## src/rtl/mult_share_arbiter.sv

```systemverilog
// mult_share_arbiter
//   Round-robin front end that shares one external pipelined signed
//   multiplier among NUM_REQ requesters. At most one operand pair is issued
//   per cycle; a shadow pipe of requester tags travels alongside the
//   multiplier so each result is steered back to its owner with a one-hot
//   resp_valid. Each requester may have at most MAX_OUT ops in flight.
//
//   Handshake: requester i hands over its operand pair in any cycle where
//   req_valid[i] && req_ready[i]. req_ready is a combinational function of
//   req_valid, the outstanding counts and the round-robin pointer; it is
//   never raised without req_valid and is forced low while reset is high.
//   Results have no backpressure: resp_valid[i] must be taken when shown.
//
//   Optional build macro MULT_ARB_PERF_EN adds saturating perf_issue_cnt /
//   perf_stall_cnt outputs; without it the block is otherwise identical.
module mult_share_arbiter #(
  parameter int DATA_LEN     = 32,
  parameter int NUM_REQ      = 4,
  parameter int MULT_LATENCY = 3,
  parameter int MAX_OUT      = 4
) (
  input  logic                          clk,
  input  logic                          reset,
  input  logic [NUM_REQ-1:0]            req_valid,
  output logic [NUM_REQ-1:0]            req_ready,
  input  logic [NUM_REQ*DATA_LEN-1:0]   req_a,
  input  logic [NUM_REQ*DATA_LEN-1:0]   req_b,
  output logic [DATA_LEN-1:0]           mul_a,
  output logic [DATA_LEN-1:0]           mul_b,
  input  logic [DATA_LEN-1:0]           mul_result,
  output logic [NUM_REQ-1:0]            resp_valid,
  output logic [DATA_LEN-1:0]           resp_data,
  output logic [$clog2(NUM_REQ)-1:0]    resp_id
`ifdef MULT_ARB_PERF_EN
  ,
  output logic [31:0]                   perf_issue_cnt,
  output logic [31:0]                   perf_stall_cnt
`endif
);

  localparam int ID_W  = $clog2(NUM_REQ);
  localparam int OUT_W = $clog2(MAX_OUT + 1);
  localparam logic [OUT_W-1:0] MAX_OUT_V = OUT_W'(MAX_OUT);
  localparam logic [ID_W-1:0]  LAST_ID   = ID_W'(NUM_REQ - 1);

  // Arbitration state
  logic [ID_W-1:0]      rr_ptr_q, rr_ptr_d;
  logic [OUT_W-1:0]     out_cnt_q [NUM_REQ];
  logic [OUT_W-1:0]     out_cnt_d [NUM_REQ];
  logic [NUM_REQ-1:0]   eligible;
  logic [NUM_REQ-1:0]   grant;
  logic [ID_W-1:0]      grant_id;
  logic                 issue;
  logic [DATA_LEN-1:0]  sel_a, sel_b;

  // Operand registers and tag shadow pipe
  logic [DATA_LEN-1:0]  mul_a_q, mul_b_q;
  logic [MULT_LATENCY-1:0] tag_vld_q;
  logic [ID_W-1:0]      tag_id_q [MULT_LATENCY];
  logic                 tag_exit_vld;
  logic [ID_W-1:0]      tag_exit_id;

  // Response registers
  logic [NUM_REQ-1:0]   resp_valid_q, resp_valid_d;
  logic [DATA_LEN-1:0]  resp_data_q;
  logic [ID_W-1:0]      resp_id_q;

  // A requester may compete only with a pair ready and room for one more op.
  always_comb begin
    eligible = '0;
    for (int i = 0; i < NUM_REQ; i++) begin
      eligible[i] = req_valid[i] && (out_cnt_q[i] < MAX_OUT_V) && !reset;
    end
  end

  // Round-robin search starting at rr_ptr, wrapping once around all requesters.
  always_comb begin
    logic [ID_W-1:0] cand;
    grant    = '0;
    grant_id = '0;
    issue    = 1'b0;
    cand     = rr_ptr_q;
    for (int k = 0; k < NUM_REQ; k++) begin
      if (!issue && eligible[cand]) begin
        issue       = 1'b1;
        grant[cand] = 1'b1;
        grant_id    = cand;
      end
      cand = (cand == LAST_ID) ? '0 : cand + 1'b1;
    end
  end

  // Pointer moves just past the winner; it holds when nothing is issued.
  always_comb begin
    rr_ptr_d = rr_ptr_q;
    if (issue) begin
      rr_ptr_d = (grant_id == LAST_ID) ? '0 : grant_id + 1'b1;
    end
  end

  // Operand mux driven by the one-hot grant.
  always_comb begin
    sel_a = '0;
    sel_b = '0;
    for (int i = 0; i < NUM_REQ; i++) begin
      if (grant[i]) begin
        sel_a = req_a[i*DATA_LEN +: DATA_LEN];
        sel_b = req_b[i*DATA_LEN +: DATA_LEN];
      end
    end
  end

  // Outstanding count: +1 on issue, -1 when its result is presented, hold on both.
  always_comb begin
    for (int i = 0; i < NUM_REQ; i++) begin
      out_cnt_d[i] = out_cnt_q[i];
      case ({grant[i], resp_valid_q[i]})
        2'b10:   out_cnt_d[i] = out_cnt_q[i] + 1'b1;
        2'b01:   out_cnt_d[i] = out_cnt_q[i] - 1'b1;
        default: out_cnt_d[i] = out_cnt_q[i];
      endcase
    end
  end

  assign tag_exit_vld = tag_vld_q[MULT_LATENCY-1];
  assign tag_exit_id  = tag_id_q[MULT_LATENCY-1];

  // One-hot steering of the result leaving the multiplier this cycle.
  always_comb begin
    resp_valid_d = '0;
    for (int i = 0; i < NUM_REQ; i++) begin
      resp_valid_d[i] = tag_exit_vld && (tag_exit_id == ID_W'(i));
    end
  end

  // Pointer, operand registers and tag pipe; tags line up with mul_result.
  always_ff @(posedge clk) begin
    if (reset) begin
      rr_ptr_q  <= '0;
      mul_a_q   <= '0;
      mul_b_q   <= '0;
      tag_vld_q <= '0;
      for (int s = 0; s < MULT_LATENCY; s++) begin
        tag_id_q[s] <= '0;
      end
    end else begin
      rr_ptr_q <= rr_ptr_d;
      if (issue) begin
        mul_a_q <= sel_a;
        mul_b_q <= sel_b;
      end
      tag_vld_q[0] <= issue;
      tag_id_q[0]  <= grant_id;
      for (int s = 1; s < MULT_LATENCY; s++) begin
        tag_vld_q[s] <= tag_vld_q[s-1];
        tag_id_q[s]  <= tag_id_q[s-1];
      end
    end
  end

  // Per-requester in-flight counters.
  always_ff @(posedge clk) begin
    if (reset) begin
      for (int i = 0; i < NUM_REQ; i++) begin
        out_cnt_q[i] <= '0;
      end
    end else begin
      for (int i = 0; i < NUM_REQ; i++) begin
        out_cnt_q[i] <= out_cnt_d[i];
      end
    end
  end

  // Response register: capture mul_result only when a valid tag exits.
  always_ff @(posedge clk) begin
    if (reset) begin
      resp_valid_q <= '0;
      resp_data_q  <= '0;
      resp_id_q    <= '0;
    end else begin
      resp_valid_q <= resp_valid_d;
      if (tag_exit_vld) begin
        resp_data_q <= mul_result;
        resp_id_q   <= tag_exit_id;
      end
    end
  end

`ifdef MULT_ARB_PERF_EN
  logic [31:0] perf_issue_q, perf_stall_q;

  // Saturating counters: issued ops, and cycles where someone waited but nothing issued.
  always_ff @(posedge clk) begin
    if (reset) begin
      perf_issue_q <= '0;
      perf_stall_q <= '0;
    end else begin
      if (issue && (perf_issue_q != 32'hFFFF_FFFF)) begin
        perf_issue_q <= perf_issue_q + 32'd1;
      end
      if (!issue && (|req_valid) && (perf_stall_q != 32'hFFFF_FFFF)) begin
        perf_stall_q <= perf_stall_q + 32'd1;
      end
    end
  end

  assign perf_issue_cnt = perf_issue_q;
  assign perf_stall_cnt = perf_stall_q;
`endif

  assign req_ready  = grant;
  assign mul_a      = mul_a_q;
  assign mul_b      = mul_b_q;
  assign resp_valid = resp_valid_q;
  assign resp_data  = resp_data_q;
  assign resp_id    = resp_id_q;

endmodule

```

## config.mk

```make
export PLATFORM = sky130hd
export DESIGN_NAME = mult_share_arbiter
export DESIGN_NICKNAME = d
export VERILOG_FILES = /design/src/rtl/mult_share_arbiter.sv
export SDC_FILE = /design/constraint.sdc
export NUM_CORES = 1
export LEC_CHECK = 0
export CORE_AREA = 2 2 154 156
export DETAILED_ROUTE_END_ITERATION = 7
export DIE_AREA = 0 0 156 158
export PLACE_DENSITY = 0.65
export SLEW_MARGIN = 20
export SYNTH_ARGS = -nofsm -noshare
export SYNTH_HDL_FRONTEND = slang
export SYNTH_SLANG_ARGS = --single-unit
```

## constraint.sdc

```tcl
create_clock -name clk -period 10.4 [get_ports clk]
set_input_delay 2.08 -clock clk [delete_from_list [all_inputs] [get_ports clk]]
set_output_delay 2.08 -clock clk [all_outputs]
set_load 0.005 [all_outputs]
```

==> metrics.md, run 1 <==
| Metric | Value |
|---|---|
| Unrepaired setup endpoints after global routing | `false` |
| FP Rows | `56` |
| DP Wirelength | `21,400 um` |
| Synthesized flop and latch total | `125` |
| Setup CP Type | `in -> out` |
| Final worst-path cycle share | `69.86%` |
| Die width | `156 um` |
| Post-synth EDFFs | `0` |
| Post-synth top area share | `34.60%` |
| Buffers added on ports | `399` |
| GPL Wtd Cong | `0.9043` |
| Minimum clock period | `7265 ps` |
| Max Clock Skew | `16.74 ps` |
| Maximum vdd drop | `164.2 uV` |
| Post-Synthesis Cells | `747` |
| Vias in the first global route | `7,209` |
| Critical Path Fanout Max | `70` |
| Io pins | `400` |
| Largest net degree at the start of global routing | `71` |
| Multi-input gate area | `4086 sq um` |
| Post-CTS resize count | `0` |
| CTS sink cnt | `125` |
| Synthesized cell area | `7232 sq um` |
| Register area | `2504 sq um` |
| Die footprint | `24,650 sq um` |
| Crit. End Element | `output pin` |
| Library cells used by synthesis | `54` |
| Commonest non-fill, non-tap cell in the layout | `clkdlybuf4s50_1` |
| Slew HR | `25.92%` |
| Maximum root-to-sink buffer count | `2` |
| Worst Path Arrival | `5190 ps` |
| HP Class | `reg -> reg` |
| Net count after synthesis | `1,055` |
| Antenna violations before repair | `0` |
| CTS tree | `yes` |
| Setup_tns | `0 ps` |
| Syn avg cell area | `9.681 sq um` |
| Ys Warns | `0` |
| Cells after DPL | `1,384` |
| Least-Margin Pin Slew | `1111 ps` |
| Post-CTS setup buffer count | `0` |
| Layout cells sized above 1 | `15.90%` |
| Status | `completed` |
| 1st-iter DRT viols | `402` |
| Clk Latency, worst-skew pair | `420 ps` |
| WL per Instance | `20.71 um` |
| Sequential area share after synthesis | `34.60%` |
| Final Hold Viols | `0` |
| Max-cap violations | `0` |
| Fin. max-slew vios | `0` |
| Number of remaining DRC errors | `0` |
| First-pass GRT wire length | `42,570 um` |
| Core area | `23,050 sq um` |
| Worst-path clk slew | `60 ps` |
| Die height | `158 um` |
| Ys async rst share | `0%` |
| Top post-synthesis cells by area | `dfxtp_1 35%, o221ai_2 13%, a221oi_2 12%, mux2i_1 5.3%, o21ai_0 5.3%` |
| Cell area power density | `286.7 nW/um^2` |
| P_leak | `4.388 nW` |
| Yosys top cell by area | `dfxtp_1` |
| Antenna Diode Count | `0` |
| Fmax | `0.1376 GHz` |
| Most frequent cells in the layout | `398 x clkdlybuf4s50_1, 124 x dfxtp_1, 77 x inv_1, 77 x nand2_1, 76 x o21ai_0` |
| H-tree Lvls | `4` |
| Hold Buf Count CTS | `0` |
| Worst endpoint required time | `8320 ps` |
| Number of vias per cell | `5.117` |
| Post-route ant nets | `0` |
| Nets | `1,421` |
| DR pass1 iterations | `4` |
| Fillcell total | `2,122` |
| Overall Global Routing Usage | `22.65%` |
| Area grow syn2layout | `64.50%` |
| Non-Filler Instances | `1,416` |
| Worst Setup Start Kind | `input pin` |
| Via Count | `7,245` |
| Final WL | `29,320 um` |
| Total grt overflow | `0` |
| TritonCTS buffer count | `17` |
| Initial core utilization | `31.37%` |
| Final setup vio count | `0` |
| Synth Flop Type | `dfxtp_1` |
| Root buffer cell | `clkbuf_16` |
[synthesized netlist by cell type, types with 4 or more instances]
master and number:
a21oi_1 14, a221oi_1 4, a221oi_2 60, buf_2 6
buf_6 13, clkbuf_1 31, clkbuf_4 5, dfxtp_1 125
fa_1 4, ha_1 10, inv_1 78, mux2i_1 38
nand2_1 77, nand2b_1 5, nand3_1 6, nor2_1 53
nor2b_1 9, nor3_1 7, o21ai_0 76, o221ai_1 4
o221ai_2 61, or3_1 5, xor2_1 6
[report_power, final]
group	switching, W	internal (W)	leakage [nW]
Combinational	0.00112	0.000933	3.07
Clock	0.000243	0.000357	0.285
Sequential	0.0000974	0.000656	1.04
Total	0.00147	0.00195	4.39
[path summary, 6_finish.rpt]
path | slack (ps) | start | to | cells past startpoint
worst max-delay path | 3130 | reset | req_ready[2] | 9
worst min-delay path | 430 | tag_id_q[0][2] | tag_id_q[0][4] | 1
worst max register to register | 6060 | rr_ptr_q[0] | mul_b[2] | 9
worst min register to register | 430 | tag_id_q[0][2] | tag_id_q[0][4] | 1
[flip-flops by register name, summed over array words and instances, names as in the netlist]
name	cells
mul_a	32
mul_b	32
out_cnt_q	12
resp_data	32
resp_id	2
resp_valid	4
rr_ptr_q	2
tag_id_q	6
tag_vld_q	3
[metrics by stage]
stage / instance area [sq um] / hold slack (ps) / setup slack, ps / util, % / power (W)
finish: 11900 / 431.7 / 3135 / 51.61 / 0.003410
global route: 11900 / 456.3 / 2892 / 51.61 / 0.003637
CTS: 11900 / 439.2 / 3136 / 51.61 / 0.003450
detailed placement: 11310 / 424.6 / 3160 / 49.07 / 0.002838
global placement: 11310 / 420.2 / 3131 / 49.07 / 0.002820
floorplan: 7232 / 413.8 / 4541 / - / 0.002116
[final cells by class]
class / instances / share of cell area (%)
Inverter: 80 / 2.535
Clock buffer: 17 / 3.576
Timing Repair Buffer: 408 / 34.10
Tap cell: 290 / 3.050
Clock inverter: 15 / 1.346
Multi-Input combinational cell: 481 / 34.35
Sequential cell: 125 / 21.05
[critical path, stage by stage]
cell,delay [ps]
buf_2,110
buf_4,350
or3b_1,540
or3_1,400
a211oi_1,250
nor4_1,100
a21o_2,210
clkinv_2,430
clkdlybuf4s50_1,680
[cell families (layout without fill, tap and decap cells)]
family / Yosys count / after routing / share of synthesized area (%)
compound gates: 240 / 240 / 35.02
xor+xnor: 9 / 9 / 1.090
fa+ha+maj: 14 / 14 / 2.837
buf+inv: 141 / 520 / 9.187
flops: 125 / 125 / 34.60
mux: 41 / 41 / 6.297
simple gates: 177 / 177 / 10.97
[layer usage]
layer	GRT usage [%]	share of wire, %	vias to the layer above
li1	-	-	3480
met1	27.03	41	3469
met2	40.27	51	258
met3	5.448	5.9	38
met4	6.946	2.2	0
met5	0	0	-
(Power assumes the default switching activity.)
==> run 2: changes to the inputs <==
Settings changed: CORE_AREA 2 2 154 156 to 2 2 155 157, DIE_AREA 0 0 156 158 to 0 0 157 159, PLACE_DENSITY 0.65 to 0.64.
Clock period 10.4 ns to 6.95 ns, I/O delays scaled along.
==> metrics.md, run 2 (same netlist as run 1, synthesis figures left out) <==
| Metric | Value |
|---|---|
| Initial core utilization | `31.18% (-0.19 points)` |
| Worst R2R Setup Slack | `2620 ps (-3440 ps)` |
| Total grt overflow | `0 (unchanged)` |
| DP Wirelength | `21,940 um (+2.5%)` |
| Number of remaining DRC errors | `0 (unchanged)` |
| Largest net degree at the start of global routing | `66 (-7.0%)` |
| Final Core Density | `51.67% (+0.066 points)` |
| DR pass1 iterations | `5 (+1)` |
| Final WL | `29,080 um (-0.84%)` |
| 1st-iter DRT viols | `371 (-7.7%)` |
| Fin. max-slew vios | `0 (unchanged)` |
| Net Sw Power | `0.002156 W (+47%)` |
| Worst endpoint required time | `5560 ps (-2760 ps)` |
| FP Rows | `56 (unchanged)` |
| Post-CTS setup buffer count | `0 (unchanged)` |
| CTS tree | `yes` |
| GPL Wtd Cong | `0.9117 (+0.82%)` |
| H-tree Lvls | `4 (unchanged)` |
| Die height | `159 um (+0.63%)` |
| Worst Hold Path EP | `tag_vld_q[2]` |
| Nets | `1,425 (+0.28%)` |
| Register area | `2506 sq um (about the same)` |
| Clk Latency, worst-skew pair | `420 ps (about the same)` |
| Status | `completed` |
| Fmax | `0.1789 GHz` |
| Minimum clock period | `5591 ps` |
| Cells after DPL | `1,416 (+2.3%)` |
| Root buffer cell | `clkbuf_16` |
| Reg2reg path depth | `14 (+5)` |
| Number of cells on the worst hold path | `1 (unchanged)` |
| Final worst-path cycle share | `80.44%` |
| Final worst slack | `1359 ps (-1775 ps)` |
| Share of power burned in combinational logic | `60.1% (-0.2 points)` |
| Least-Margin Pin Slew | `1142 ps (+31.18 ps)` |
| Final setup vio count | `0 (unchanged)` |
| Crit. End Element | `output pin` |
| Worst Setup Start Kind | `input pin` |
| Cell area power density | `425.4 nW/um^2 (+48%)` |
| Layout cells sized above 1 | `16.12% (+0.22 points)` |
| Area grow syn2layout | `65.71%` |
| Overall Global Routing Usage | `22.66% (about the same)` |
| Maximum root-to-sink buffer count | `2 (unchanged)` |
| Hold Buf Count CTS | `0 (unchanged)` |
| Vias in the first global route | `7,166 (-0.60%)` |
| Max-cap violations | `0 (unchanged)` |
| Sw Ratio | `42.29% (-0.68 points)` |
| Worst-path clk slew | `60 ps (about the same)` |
| Hold Path Origin | `tag_vld_q[1]` |
| Antenna violations before repair | `1 (+1)` |
| Slew HR | `23.84% (-2.1 points)` |
| Post-route ant nets | `0 (unchanged)` |
| Core area | `23,190 sq um (+0.61%)` |
| Io pins | `400 (unchanged)` |
| Via Count | `7,185 (-0.83%)` |
| Sequential share of power | `22.2% (about the same)` |
| WL per Instance | `20.07 um (-3.1%)` |
| HP Class | `reg -> reg` |
| Setup_tns | `0 ps (unchanged)` |
| Int Pwr | `0.002942 W (+51%)` |
| First-pass GRT wire length | `43,210 um (+1.5%)` |
| Unrepaired setup endpoints after global routing | `false` |
| Worst Path Arrival | `4200 ps (-990 ps)` |
| Clock power share | `17.7% (about the same)` |
| Die width | `157 um (+0.64%)` |
| Commonest non-fill, non-tap cell in the layout | `clkdlybuf4s50_1` |
| Post-CTS resize count | `0 (unchanged)` |
| Number of vias per cell | `4.959 (-3.1%)` |
| Die footprint | `24,960 sq um (+1.3%)` |
| Fillcell total | `2,182 (+2.8%)` |
| P_leak | `4.407 nW (+0.43%)` |
| Non-Filler Instances | `1,449 (+2.3%)` |
| Maximum vdd drop | `229.0 uV (+39%)` |
| Buffers added on ports | `399 (unchanged)` |
| Multi-input gate area | `4086 sq um (unchanged)` |
| Final Hold Viols | `0 (unchanged)` |
| Max Clock Skew | `6.898 ps (-9.845 ps)` |
| Setup WS pre-CTS | `1470 ps (-1690 ps)` |
| CTS sink cnt | `125 (unchanged)` |
| FF-to-FF Start | `rr_ptr_q[0]` |
| Most frequent cells in the layout | `398 x clkdlybuf4s50_1, 124 x dfxtp_1, 77 x inv_1, 77 x nand2_1, 76 x o21ai_0` |
| Critical Path Fanout Max | `3 (-96%)` |
| TritonCTS buffer count | `17 (unchanged)` |
| Setup CP Type | `in -> out` |
| R2r endpoint | `out_cnt_q[1][2]` |
## run 2: cell types whose count changed in the layout (fill, tap and decap cells not counted), sizes merged
cell	before	now
buf	10	14
clkinv	8	5
clkinvlp	2	3
diode	0	1
inv	83	84
## run 2: area by class of cell
cell class | count | share of cell area [%]
Antenna cell | 1 | 0.02088
Timing Repair Buffer | 412 | 34.23
Inverter | 80 | 2.516
Clock buffer | 17 | 3.550
Clock inverter | 14 | 1.336
Multi-Input combinational cell | 481 | 34.10
Tap cell | 319 | 3.331
Sequential cell | 125 | 20.91
## run 2: layer usage
layer  GRT usage (%)  share of wire, %  vias to the layer above
li1                -                 -                     3496
met1           27.50                42                     3376
met2           39.02                49                      267
met3           5.716               6.7                       46
met4           7.173               2.5                        0
met5               0                 0                        -
## run 2: worst max path at each step
stage / startpoint / to / slack (ps) / cells after the start
detailed placement: req_valid[3] / req_ready[3] / 1470 / 8
global route: req_valid[3] / req_ready[3] / 1240 / 8
global placement: req_valid[3] / req_ready[3] / 1410 / 8
CTS: req_valid[3] / req_ready[3] / 1440 / 8
finish: req_valid[3] / req_ready[3] / 1360 / 8
floorplan: req_valid[1] / req_ready[3] / 2470 / 8
## run 2: power by group through the flow
stage	sequential [W]	combinational, W	clock [W]
global route	0.00116	0.00334	0.000959
global placement	0.00113	0.00309	0
detailed placement	0.00114	0.00310	0
CTS	0.00113	0.00311	0.000927
finish	0.00113	0.00307	0.000902
floorplan	0.00113	0.00204	0
## run 2: through the flow
step / hold slack (ps) / power [W] / area, sq um
detailed placement: 428.8 / 0.004244 / 11380
global placement: 420.9 / 0.004229 / 11380
CTS: 445.6 / 0.005164 / 11970
global route: 456.9 / 0.005453 / 11980
finish: 443.5 / 0.005097 / 11980
floorplan: 413.8 / 0.003167 / 7232
## run 2: worst max-delay path, stage by stage
cell	delay, ps
clkdlybuf4s50_1	500
nor2b_1	240
nand3_1	130
a2111oi_1	760
o21ai_0	240
a41o_4	330
inv_1	50
clkdlybuf4s50_1	540
==> run 3: changes to the inputs <==
Settings changed: CORE_AREA 2 2 155 157 to 2 2 154 156, DIE_AREA 0 0 157 159 to 0 0 156 158, PLACE_DENSITY 0.64 to 0.67.
Clock period 6.95 ns to 4.6 ns, I/O delays scaled along.
==> metrics.md, run 3 (same netlist as run 1, synthesis figures left out) <==
| Metric | Value |
|---|---|
| Status | `completed` |
| Number of vias per cell | `5.109 (+3.0%)` |
| Most frequent cells in the layout | `398 x clkdlybuf4s50_1, 124 x dfxtp_1, 77 x inv_1, 77 x nand2_1, 76 x o21ai_0` |
| Final WL | `28,860 um (-0.75%)` |
| Buffers added on ports | `399 (unchanged)` |
| Area grow syn2layout | `66.04%` |
| P_leak | `4.427 nW (+0.45%)` |
| Die footprint | `24,650 sq um (-1.3%)` |
| Critical Path Fanout Max | `5 (+2)` |
| Cell area power density | `642.7 nW/um^2 (+51%)` |
| Non-Filler Instances | `1,424 (-1.7%)` |
| Final Hold Viols | `0 (unchanged)` |
| Worst endpoint required time | `3680 ps (-1880 ps)` |
| Setup_tns | `0 ps (unchanged)` |
| Fmax | `0.2260 GHz` |
| Setup CP Type | `in -> out` |
| Clk Latency, worst-skew pair | `430 ps (about the same)` |
| Setup WS pre-CTS | `133.7 ps (-1336 ps)` |
| Crit-path most repeated cell | `clkdlybuf4s50_1` |
| Die height | `158 um (-0.63%)` |
| CP endpoint | `req_ready[3]` |
| Least-Margin Pin Slew | `849.6 ps (-292.8 ps)` |
| Slowest stage cell on the critical path | `clkdlybuf4s50_1` |
| Initial core utilization | `31.37% (+0.19 points)` |
| Via Count | `7,275 (+1.3%)` |
| Total grt overflow | `0 (unchanged)` |
| Max Clock Skew | `11.93 ps (+5.035 ps)` |
| Cells after DPL | `1,391 (-1.8%)` |
| 1st-iter DRT viols | `398 (+7.3%)` |
| Worst Path Arrival | `3500 ps (-700 ps)` |
| CP startpoint | `req_valid[3]` |
| DP Wirelength | `21,150 um (-3.6%)` |
| TritonCTS buffer count | `17 (unchanged)` |
| H-tree Lvls | `4 (unchanged)` |
| Number of remaining DRC errors | `0 (unchanged)` |
| Final worst slack | `175.9 ps (-1183 ps)` |
| DR pass1 iterations | `4 (-1)` |
| Hold Buf Count CTS | `0 (unchanged)` |
| Final setup vio count | `0 (unchanged)` |
| FP Rows | `56 (unchanged)` |
| Post-CTS setup buffer count | `0 (unchanged)` |
| Final hold slack | `428.7 ps (-14.78 ps)` |
| Fillcell total | `2,118 (-2.9%)` |
| Worst R2R Setup Slack | `790 ps (-1830 ps)` |
| Worst-path clk slew | `60 ps (about the same)` |
| Slew HR | `43.36% (+20 points)` |
| First-pass GRT wire length | `41,820 um (-3.2%)` |
| GPL Wtd Cong | `0.9013 (-1.1%)` |
| Overall Global Routing Usage | `22.18% (-0.47 points)` |
| Largest net degree at the start of global routing | `66 (unchanged)` |
| FF-to-FF Start | `rr_ptr_q[0]` |
| Maximum root-to-sink buffer count | `2 (unchanged)` |
| HP Class | `reg -> reg` |
| Slowest stage delay, CP | `520 ps (-240 ps)` |
| Nets | `1,428 (+0.21%)` |
| Die width | `156 um (-0.64%)` |
| Layout cells sized above 1 | `16.77% (+0.65 points)` |
| Core area | `23,050 sq um (-0.60%)` |
| WL per Instance | `20.26 um (+0.99%)` |
| R2r endpoint | `out_cnt_q[2][2]` |
| Final worst-path cycle share | `96.18%` |
| Crit. End Element | `output pin` |
| CTS sink cnt | `125 (unchanged)` |
| Number of cells on the worst hold path | `1 (unchanged)` |
| Io pins | `400 (unchanged)` |
| CTS tree | `yes` |
| Antenna violations before repair | `1 (unchanged)` |
| Minimum clock period | `4424 ps` |
| Fin. max-slew vios | `0 (unchanged)` |
| Post-route ant nets | `0 (unchanged)` |
| Maximum vdd drop | `484.2 uV (+110%)` |
| Commonest non-fill, non-tap cell in the layout | `clkdlybuf4s50_1` |
| Unrepaired setup endpoints after global routing | `false` |
| Max-cap violations | `0 (unchanged)` |
| Worst-path cell chain | `clkdlybuf4s50_1 > or3b_1 > or3_1 > a21oi_2 > o21ai_0 > a41o_4 > inv_1 > clkdlybuf4s50_1` |
| Root buffer cell | `clkbuf_16` |
| Worst Setup Start Kind | `input pin` |
| Vias in the first global route | `7,145 (-0.29%)` |
| Reg2reg path depth | `12 (-2)` |
==> run 3: cell types whose count changed in the layout (fill, tap and decap cells not counted), moves of 2 or more <==
| cell | previous run | this run |
|---|---|---|
| inv_8 | 1 | 5 |
| clkinv_8 | 0 | 3 |
| buf_12 | 1 | 3 |
| buf_4 | 11 | 13 |
| bufinv_16 | 2 | 0 |
| ha_1 | 10 | 8 |
| ha_2 | 0 | 2 |
==> run 3: how the worst min path moves through the flow <==
stage                         startpoint             end  slack [ps]
final                     tag_id_q[0][2]  tag_id_q[0][4]         430
after global routing        tag_vld_q[1]    tag_vld_q[2]         450
after CTS                 tag_id_q[0][2]  tag_id_q[0][4]         440
after detailed placement  tag_id_q[0][1]  tag_id_q[0][3]         420
after global placement    tag_id_q[0][0]  tag_id_q[0][2]         420
after floorplan           tag_id_q[0][0]  tag_id_q[0][2]         410
==> run 3: metrics by stage <==
stage / utilization [%] / total power [W] / area [sq um]
2_1_floorplan: - / 0.004785 / 7232
3_3_place_gp: 49.46 / 0.006393 / 11400
3_5_place_dp: 49.46 / 0.006422 / 11400
4_1_cts: 52.01 / 0.007797 / 11990
5_1_grt: 52.08 / 0.008248 / 12010
6_report: 52.09 / 0.007717 / 12010
==> run 3: power breakdown <==
part	leakage (nW)	total, W	switching [W]	internal, W
sequential	1.04	0.00171	0.000224	0.00148
clock	0.283	0.00134	0.000608	0.000727
combinational	3.11	0.00468	0.00250	0.00218
==> run 3: critical path, delay by kind of cell <==
kind,cells,cell delay (ps)
AOI/OAI and AO/OA,3,680
buffers and inverters,3,1080
and+or+nand+nor,2,830
==> run 3: area by class of cell <==
| type | instances | area [sq um] | share of cell area (%) |
|---|---|---|---|
| clock inverter | 15 | 163.9 | 1.365 |
| timing repair buffer | 415 | 4146 | 34.53 |
| inverter | 80 | 305.3 | 2.542 |
| clock buffer | 17 | 425.4 | 3.543 |
| antenna | 1 | 2.502 | 0.02084 |
| tap | 290 | 362.8 | 3.022 |
| multi-input combinational | 481 | 4095 | 34.10 |
| sequential | 125 | 2506 | 20.87 |
==> run 3: per-layer routing <==
metal  vias up  global-route usage (%)  part of all wire (%)
li1       3495                       -                     -
met1      3461                   27.12                    41
met2       269                   38.03                    49
met3        50                   5.639                   6.6
met4         0                   7.558                   2.6
met5         -                       0                     0
==> run 3: timing repair <==
| action | 4_1_cts | 5_1_grt |
|---|---|---|
| endpoints found under the hold margin | 0 | 0 |
| resized for setup | 0 | 4 |
| endpoints found under the setup margin | 0 | 2 |
